$ cat config.mk
export PLATFORM = sky130hd
export DESIGN_NAME = rename_stage
export DESIGN_NICKNAME = d
export VERILOG_FILES = /design/src/rtl/rename_stage_pkg.sv /design/src/rtl/rename_stage_free_list.sv /design/src/rtl/rename_stage.sv
export SDC_FILE = /design/constraint.sdc
export NUM_CORES = 2
export LEC_CHECK = 0
export ABC_AREA = 1
export CAP_MARGIN = 25
export CORE_MARGIN = 8
export CORE_UTILIZATION = 35
export DETAILED_ROUTE_END_ITERATION = 6
export SLEW_MARGIN = 20
export SYNTH_ARGS = -nofsm -noshare
export SYNTH_HDL_FRONTEND = slang
export SYNTH_SLANG_ARGS = --single-unit
$ cat constraint.sdc
create_clock -name clk -period 2.7 [get_ports clk]
set_input_delay 0.54 -clock clk [delete_from_list [all_inputs] [get_ports clk]]
set_output_delay 0.54 -clock clk [all_outputs]
set_load 0.005 [all_outputs]
$ cat src/rtl/rename_stage_pkg.sv
// rtl/rename_stage_pkg.sv - shared types, sizes and opcode constants for the rename stage
package rename_pkg;

  localparam int NUM_PREGS = 64;
  localparam int PREG_W    = 6;
  localparam int FL_DEPTH  = NUM_PREGS - 32;
  localparam int FL_IDX_W  = $clog2(FL_DEPTH);
  // One extra wrap bit so a full list (tail-head == FL_DEPTH) differs from an empty one
  localparam int PTR_W     = FL_IDX_W + 1;

  typedef logic [PREG_W-1:0] preg_t;
  typedef logic [PTR_W-1:0]  fl_ptr_t;

  localparam logic [6:0] OPC_OP     = 7'b0110011;
  localparam logic [6:0] OPC_OP_IMM = 7'b0010011;
  localparam logic [6:0] OPC_LOAD   = 7'b0000011;
  localparam logic [6:0] OPC_LUI    = 7'b0110111;
  localparam logic [6:0] OPC_AUIPC  = 7'b0010111;
  localparam logic [6:0] OPC_JAL    = 7'b1101111;
  localparam logic [6:0] OPC_JALR   = 7'b1100111;
  localparam logic [6:0] OPC_STORE  = 7'b0100011;
  localparam logic [6:0] OPC_BRANCH = 7'b1100011;

  typedef struct packed {
    logic [31:0] pc;
    preg_t       prs1;
    preg_t       prs2;
    preg_t       prd;
    preg_t       old_prd;
    logic        rd_we;
    logic [4:0]  rd;
    logic [31:0] imm;
    logic [2:0]  alu_op;
    logic [6:0]  opcode;
  } renamed_t;

  function automatic logic writes_rd(input logic [4:0] rd, input logic [6:0] opcode);
    logic op_writes;
    op_writes = (opcode == OPC_OP)  || (opcode == OPC_OP_IMM) || (opcode == OPC_LOAD) ||
                (opcode == OPC_LUI) || (opcode == OPC_AUIPC)  || (opcode == OPC_JAL)  ||
                (opcode == OPC_JALR);
    return (rd != 5'd0) && op_writes;
  endfunction

endpackage

$ cat src/rtl/rename_stage_free_list.sv
// rtl/rename_stage_free_list.sv - circular physical-register free list with committed head for flush recovery
module free_list
  import rename_pkg::*;
(
  input  logic  clk,
  input  logic  reset,
  input  logic  alloc,
  input  logic  push,
  input  preg_t push_preg,
  input  logic  restore,
  output preg_t alloc_preg,
  output logic  empty
);

  preg_t   fl_q [FL_DEPTH];
  preg_t   fl_d [FL_DEPTH];
  fl_ptr_t head_q, head_d;
  fl_ptr_t commit_head_q, commit_head_d;
  fl_ptr_t tail_q, tail_d;
  fl_ptr_t count;
  logic    full;

  assign count      = tail_q - head_q;
  assign empty      = (count == '0);
  assign full       = (count == PTR_W'(FL_DEPTH));
  assign alloc_preg = fl_q[head_q[FL_IDX_W-1:0]];

  always_comb begin
    fl_d          = fl_q;
    tail_d        = tail_q;
    commit_head_d = commit_head_q;
    head_d        = head_q;
    // Every retiring writer consumed exactly one entry, so commit_head advances with each push
    if (push) begin
      fl_d[tail_q[FL_IDX_W-1:0]] = push_preg;
      tail_d        = tail_q + PTR_W'(1);
      commit_head_d = commit_head_q + PTR_W'(1);
    end
    if (restore) begin
      head_d = commit_head_d;
    end else if (alloc) begin
      head_d = head_q + PTR_W'(1);
    end
  end

  always_ff @(posedge clk) begin
    if (reset) begin
      for (int i = 0; i < FL_DEPTH; i++) begin
        fl_q[i] <= preg_t'(32 + i);
      end
      head_q        <= '0;
      commit_head_q <= '0;
      tail_q        <= PTR_W'(FL_DEPTH);
    end else begin
      fl_q          <= fl_d;
      head_q        <= head_d;
      commit_head_q <= commit_head_d;
      tail_q        <= tail_d;
    end
  end

  assert property (@(posedge clk) disable iff (reset) !(push && full));

endmodule

$ cat src/rtl/rename_stage.sv
// rtl/rename_stage.sv - single-issue register rename with speculative/committed maps and one-cycle flush recovery
module rename_stage
  import rename_pkg::*;
(
  input  logic              clk,
  input  logic              reset,
  input  logic              valid_in,
  output logic              ready_in,
  input  logic [31:0]       pc_in,
  input  logic [4:0]        rs1,
  input  logic [4:0]        rs2,
  input  logic [4:0]        rd,
  input  logic [31:0]       imm,
  input  logic [2:0]        ALUOp,
  input  logic [6:0]        opcode,
  input  logic              ready_out,
  output logic              valid_out,
  output logic [31:0]       pc_out,
  output logic [PREG_W-1:0] prs1,
  output logic [PREG_W-1:0] prs2,
  output logic [PREG_W-1:0] prd,
  output logic [PREG_W-1:0] old_prd,
  output logic              rd_we,
  output logic [4:0]        rd_out,
  output logic [31:0]       imm_out,
  output logic [2:0]        ALUOp_out,
  output logic [6:0]        opcode_out,
  input  logic              commit_valid,
  input  logic [4:0]        commit_areg,
  input  logic [PREG_W-1:0] commit_preg,
  input  logic [PREG_W-1:0] commit_old_preg,
  input  logic              flush
);

  preg_t    spec_map_q [32];
  preg_t    spec_map_d [32];
  preg_t    committed_map_q [32];
  preg_t    committed_map_d [32];
  renamed_t slot_q, slot_d;
  logic     valid_q, valid_d;
  logic     wr;
  logic     accept;
  logic     fl_empty;
  preg_t    fl_alloc_preg;

  free_list u_free_list (
    .clk        (clk),
    .reset      (reset),
    .alloc      (accept && wr),
    .push       (commit_valid),
    .push_preg  (commit_old_preg),
    .restore    (flush),
    .alloc_preg (fl_alloc_preg),
    .empty      (fl_empty)
  );

  always_comb begin
    wr       = writes_rd(rd, opcode);
    ready_in = (ready_out || !valid_q) && !(wr && fl_empty) && !flush;
    accept   = valid_in && ready_in;

    committed_map_d = committed_map_q;
    if (commit_valid) begin
      committed_map_d[commit_areg] = commit_preg;
    end

    // Flush restores from the committed view including this cycle's retirement
    spec_map_d = spec_map_q;
    if (flush) begin
      spec_map_d = committed_map_d;
    end else if (accept && wr) begin
      spec_map_d[rd] = fl_alloc_preg;
    end

    slot_d  = slot_q;
    valid_d = valid_q;
    if (flush) begin
      valid_d = 1'b0;
    end else if (accept) begin
      valid_d        = 1'b1;
      slot_d.pc      = pc_in;
      slot_d.prs1    = spec_map_q[rs1];
      slot_d.prs2    = spec_map_q[rs2];
      slot_d.prd     = wr ? fl_alloc_preg : '0;
      slot_d.old_prd = wr ? spec_map_q[rd] : '0;
      slot_d.rd_we   = wr;
      slot_d.rd      = rd;
      slot_d.imm     = imm;
      slot_d.alu_op  = ALUOp;
      slot_d.opcode  = opcode;
    end else if (ready_out) begin
      valid_d = 1'b0;
    end
  end

  always_ff @(posedge clk) begin
    if (reset) begin
      for (int i = 0; i < 32; i++) begin
        spec_map_q[i]      <= preg_t'(i);
        committed_map_q[i] <= preg_t'(i);
      end
      slot_q  <= '0;
      valid_q <= 1'b0;
    end else begin
      spec_map_q      <= spec_map_d;
      committed_map_q <= committed_map_d;
      slot_q          <= slot_d;
      valid_q         <= valid_d;
    end
  end

  assign valid_out  = valid_q;
  assign pc_out     = slot_q.pc;
  assign prs1       = slot_q.prs1;
  assign prs2       = slot_q.prs2;
  assign prd        = slot_q.prd;
  assign old_prd    = slot_q.old_prd;
  assign rd_we      = slot_q.rd_we;
  assign rd_out     = slot_q.rd;
  assign imm_out    = slot_q.imm;
  assign ALUOp_out  = slot_q.alu_op;
  assign opcode_out = slot_q.opcode;

endmodule

==> results.md <==
* Outcome: complete, but fails checks
* Failing checks: design-rule violations, negative setup slack
* Fin. Hold Viols at 0
* Final Total Pwr at 26.8 mW
* EDFF count, synth at 0
* Layout Skew at 38.0 ps
* Final setup fails at 1
* Crit path depth at 11
* Finished Layout Cells at 6923
* CP Launch Type: register
* Mux contribution to synthesized area at 0%
* Placement Setup Slack at -255 ps
* Dominant cells by area after synthesis: dfxtp_1 40%, nand2_1 12%, nor2_1 8.5%
* CTS buffer count at 82
* RSZ-0062 raised after global routing: yes
* Layout Nets at 5690
* Crit path required time at 2160 ps
* Area occupied by multi-input gates at 17400 um^2
* Die area at 109000 um^2
* Crit path from: u_free_list.head_q[3]
* Share of layout cells above drive strength 1 at 10.8%
* Initial Util at 35.3%
* Slew at the pin closest to its max-slew limit at 808 ps
* YS warnings at 0
* Cells after synthesis at 5263
* Critical path peak fanout at 5
* Count of cell types in the netlist at 44
* Hold depth at 2
* Crit path DAT at 2160 ps
* Fillcell total at 10200
* # rows at 115
* Post-synth top flop: dfxtp_1
* Routed WL per cell at 19.7 um
* CTS tree: yes
* Synth Area in Adders at 0.398%
* CP most frequent cell: nor2_1
* Period utilization at 100%
* CP endpoint kind: primary output
* Pwr Density at 617 nW/um^2
* Register area share after synthesis at 40.4%
* Top delay family on crit path: buffers and inverters
* Mapped Area at 34600 um^2
* GP Congestion at 0.973
* Synth Register Bits at 699
* Number of vias per cell at 5.24
* R2r startpoint: u_free_list.head_q[0]
* Gate power share at 14.5%
* DRC at 1
* Die X at 330 um
* Die H at 330 um
* Post-route setup slack at -1.88 ps
* Hold path startpoint: reset
* Clock sinks at 699
* Initial antenna violation count at 2
* Total leakage power at 19.5 nW
* Xor-xnor portion of the synthesized cell area at 0.253%
* Vias in the first global route at 33500
* P_sw at 7.60 mW
* TNS Setup at -1.88 ps
* Largest family of logic cells by synthesized area: simple AND/OR/NAND/NOR gates
* Placed cell count at 6767
* Max VDD drop at 0.433 mV
* Top cells by count, synth: 1110 x nand2_1, 787 x nor2_1, 699 x dfxtp_1, 505 x o21ai_0, 500 x a21oi_1
* Routed wire length at 136000 um
* DRT Pass-1 Iters at 7
* Hold WS at 172 ps
* Final Max Tran Viols at 0
* HP Class: primary input to register
* Clock network power share at 45.0%
* Asr flop ratio synth at 0%
* Drt initial violations at 3544
* Overall Global Routing Usage at 24.1%
* Largest net degree at the start of global routing at 92
* Worst Path Buf+Inv at 4
* Clk_lat worst skew at 690 ps
* Int Pwr at 19.2 mW
* Hpwl dp at 95200 um
* Post-route cell area at 43500 um^2
* Clk slew on worst S/H paths at 60 ps
* Largest area contributor in the netlist: dfxtp_1
* Register area at 14000 um^2
* Period minus WS final at 2700 ps
* CTS max path bufs at 3
* Slew margin rel. at 46.0%
* Simple-Gate Fraction of Synth Area at 29.2%
* Crit path largest cell delay at 360 ps
* Post-Syn Area per Cell at 6.57 um^2
* Area delta synth->final at 25.6%
* Port-buffer cells at 217
* Reg2Reg Depth at 13
* Max-cap check violation count at 0
* Reg power frac at 40.5%
* First-pass GRT wire length at 206000 um
* H-tree lvl count at 3
* CP Class: register to primary output
* Vias at 36200
* Core area at 98100 um^2
* Slowest stage cell, crit path: dfxtp_2
* CTS root buf: clkbuf_16
* Final antenna-violating net count at 0
* Syn_nets at 5386
* Sequence of cells on the critical path: clkinv_4, ha_4, inv_2, a21oi_2, nand3_1, nor2_1, buf_4, nand3_2, nand2_1, nor2_1, buf_2
* Layout Utilization at 44.3%
* FMAX at 370 MHz
* I/O pin count at 218
* GRT Residual Overflow at 0
* Count leader, synth: nand2_1
* Synth top area share at 40.4%
* Share of the synthesized area in compound gates (AO/OA/AOI/OAI) at 20.1%
* Sw frac at 28.3%
* Cell Area, Placed at 40400 um^2
## final timing paths
path | slack [ps] | endpoint
setup reg to reg | 190 | spec_map_q[7]
hold / removal | 170 | committed_map_q[133]
hold reg to reg | 440 | imm_out[15]
setup / recovery | -2 | ready_in
## sequential cells by signal (all words and copies together) (netlist names), 3 cells and up
signal and count:
committed_map_q 192, spec_map_q 192, u_free_list.fl_q 192, imm_out 32
pc_out 32, opcode_out 7, old_prd 6, prd 6
prs1 6, prs2 6, u_free_list.commit_head_q 6, u_free_list.head_q 6
u_free_list.tail_q 6, rd_out 5, ALUOp_out 3
## kinds of logic (layout without fill, tap and decap cells)
group | Yosys count | in the layout
buf+inv | 846 | 1218
compound gates | 1273 | 1273
flops | 699 | 699
other cells | 0 | 1
xor+xnor | 10 | 10
simple gates | 2424 | 2424
fa+ha+maj | 11 | 11
## power groups by stage
stage | Sequential (mW) | Clock, mW | Combinational (mW)
6_report | 10.9 | 12.1 | 3.89
3_3_place_gp | 11.1 | 0 | 3.79
5_1_grt | 10.9 | 12.7 | 4.20
2_1_floorplan | 11.0 | 0 | 2.02
3_5_place_dp | 11.1 | 0 | 3.81
4_1_cts | 10.8 | 12.3 | 3.84
## final cells by class
class                      count  area share (%)
multi-input combinational   3718            40.0
clock inverter                49            1.54
antenna                        1         0.00576
sequential                   699            32.2
clock buffer                 103            5.23
timing repair buffer         564            13.0
inverter                     502            4.38
tap                         1287            3.71
## worst register-to-register path, stage by stage, from the launching register on
cell	delay, ps
dfxtp_4	370
buf_4	120
buf_4	390
nor2_1	100
nor2_1	90
o21ai_0	100
o211ai_1	110
nand3_1	180
nand2_1	180
nand2_1	140
nor2_4	230
buf_4	270
nand2_1	90
nand3_1	60
## what timing repair did
| action | 4_1_cts | 5_1_grt |
|---|---|---|
| setup buffers | 0 | 3 |
| hold buffers | 0 | 0 |
| pin swaps | 2 | 1 |
| gates resized for setup | 16 | 3 |
| setup endpoints to repair | 1 | 1 |
## placed cells by master, fill, tap and decap left out, types with 8 or more instances in the layout
cell type / instances
nand2_1: 1108
nor2_1: 784
dfxtp_1: 695
o21ai_0: 505
a21oi_1: 499
inv_1: 482
nand3_1: 411
buf_4: 279
clkdlybuf4s50_1: 210
o211ai_1: 145
clkbuf_16: 82
buf_12: 70
o22ai_1: 66
or2_2: 30
a22oi_1: 29
nor3_1: 25
clkinv_2: 19
o21bai_1: 17
nand2_2: 17
clkbuf_8: 14
inv_2: 12
bufinv_16: 12
nand2_8: 10
nor3_2: 8
nand4_1: 8
## routing by layer
metal / part of all wire [%] / vias up / GRT usage [%] / wire, um
met1: 43 / 16900 / 32.5 / 59200
li1: - / 17700 / - / -
met4: 3.8 / 0 / 9.41 / 5110
met5: 0 / - / 0 / 0
met2: 46 / 1397 / 39.0 / 62000
met3: 7.3 / 255 / 3.23 / 9920
Power figures use the tool's default switching activity.
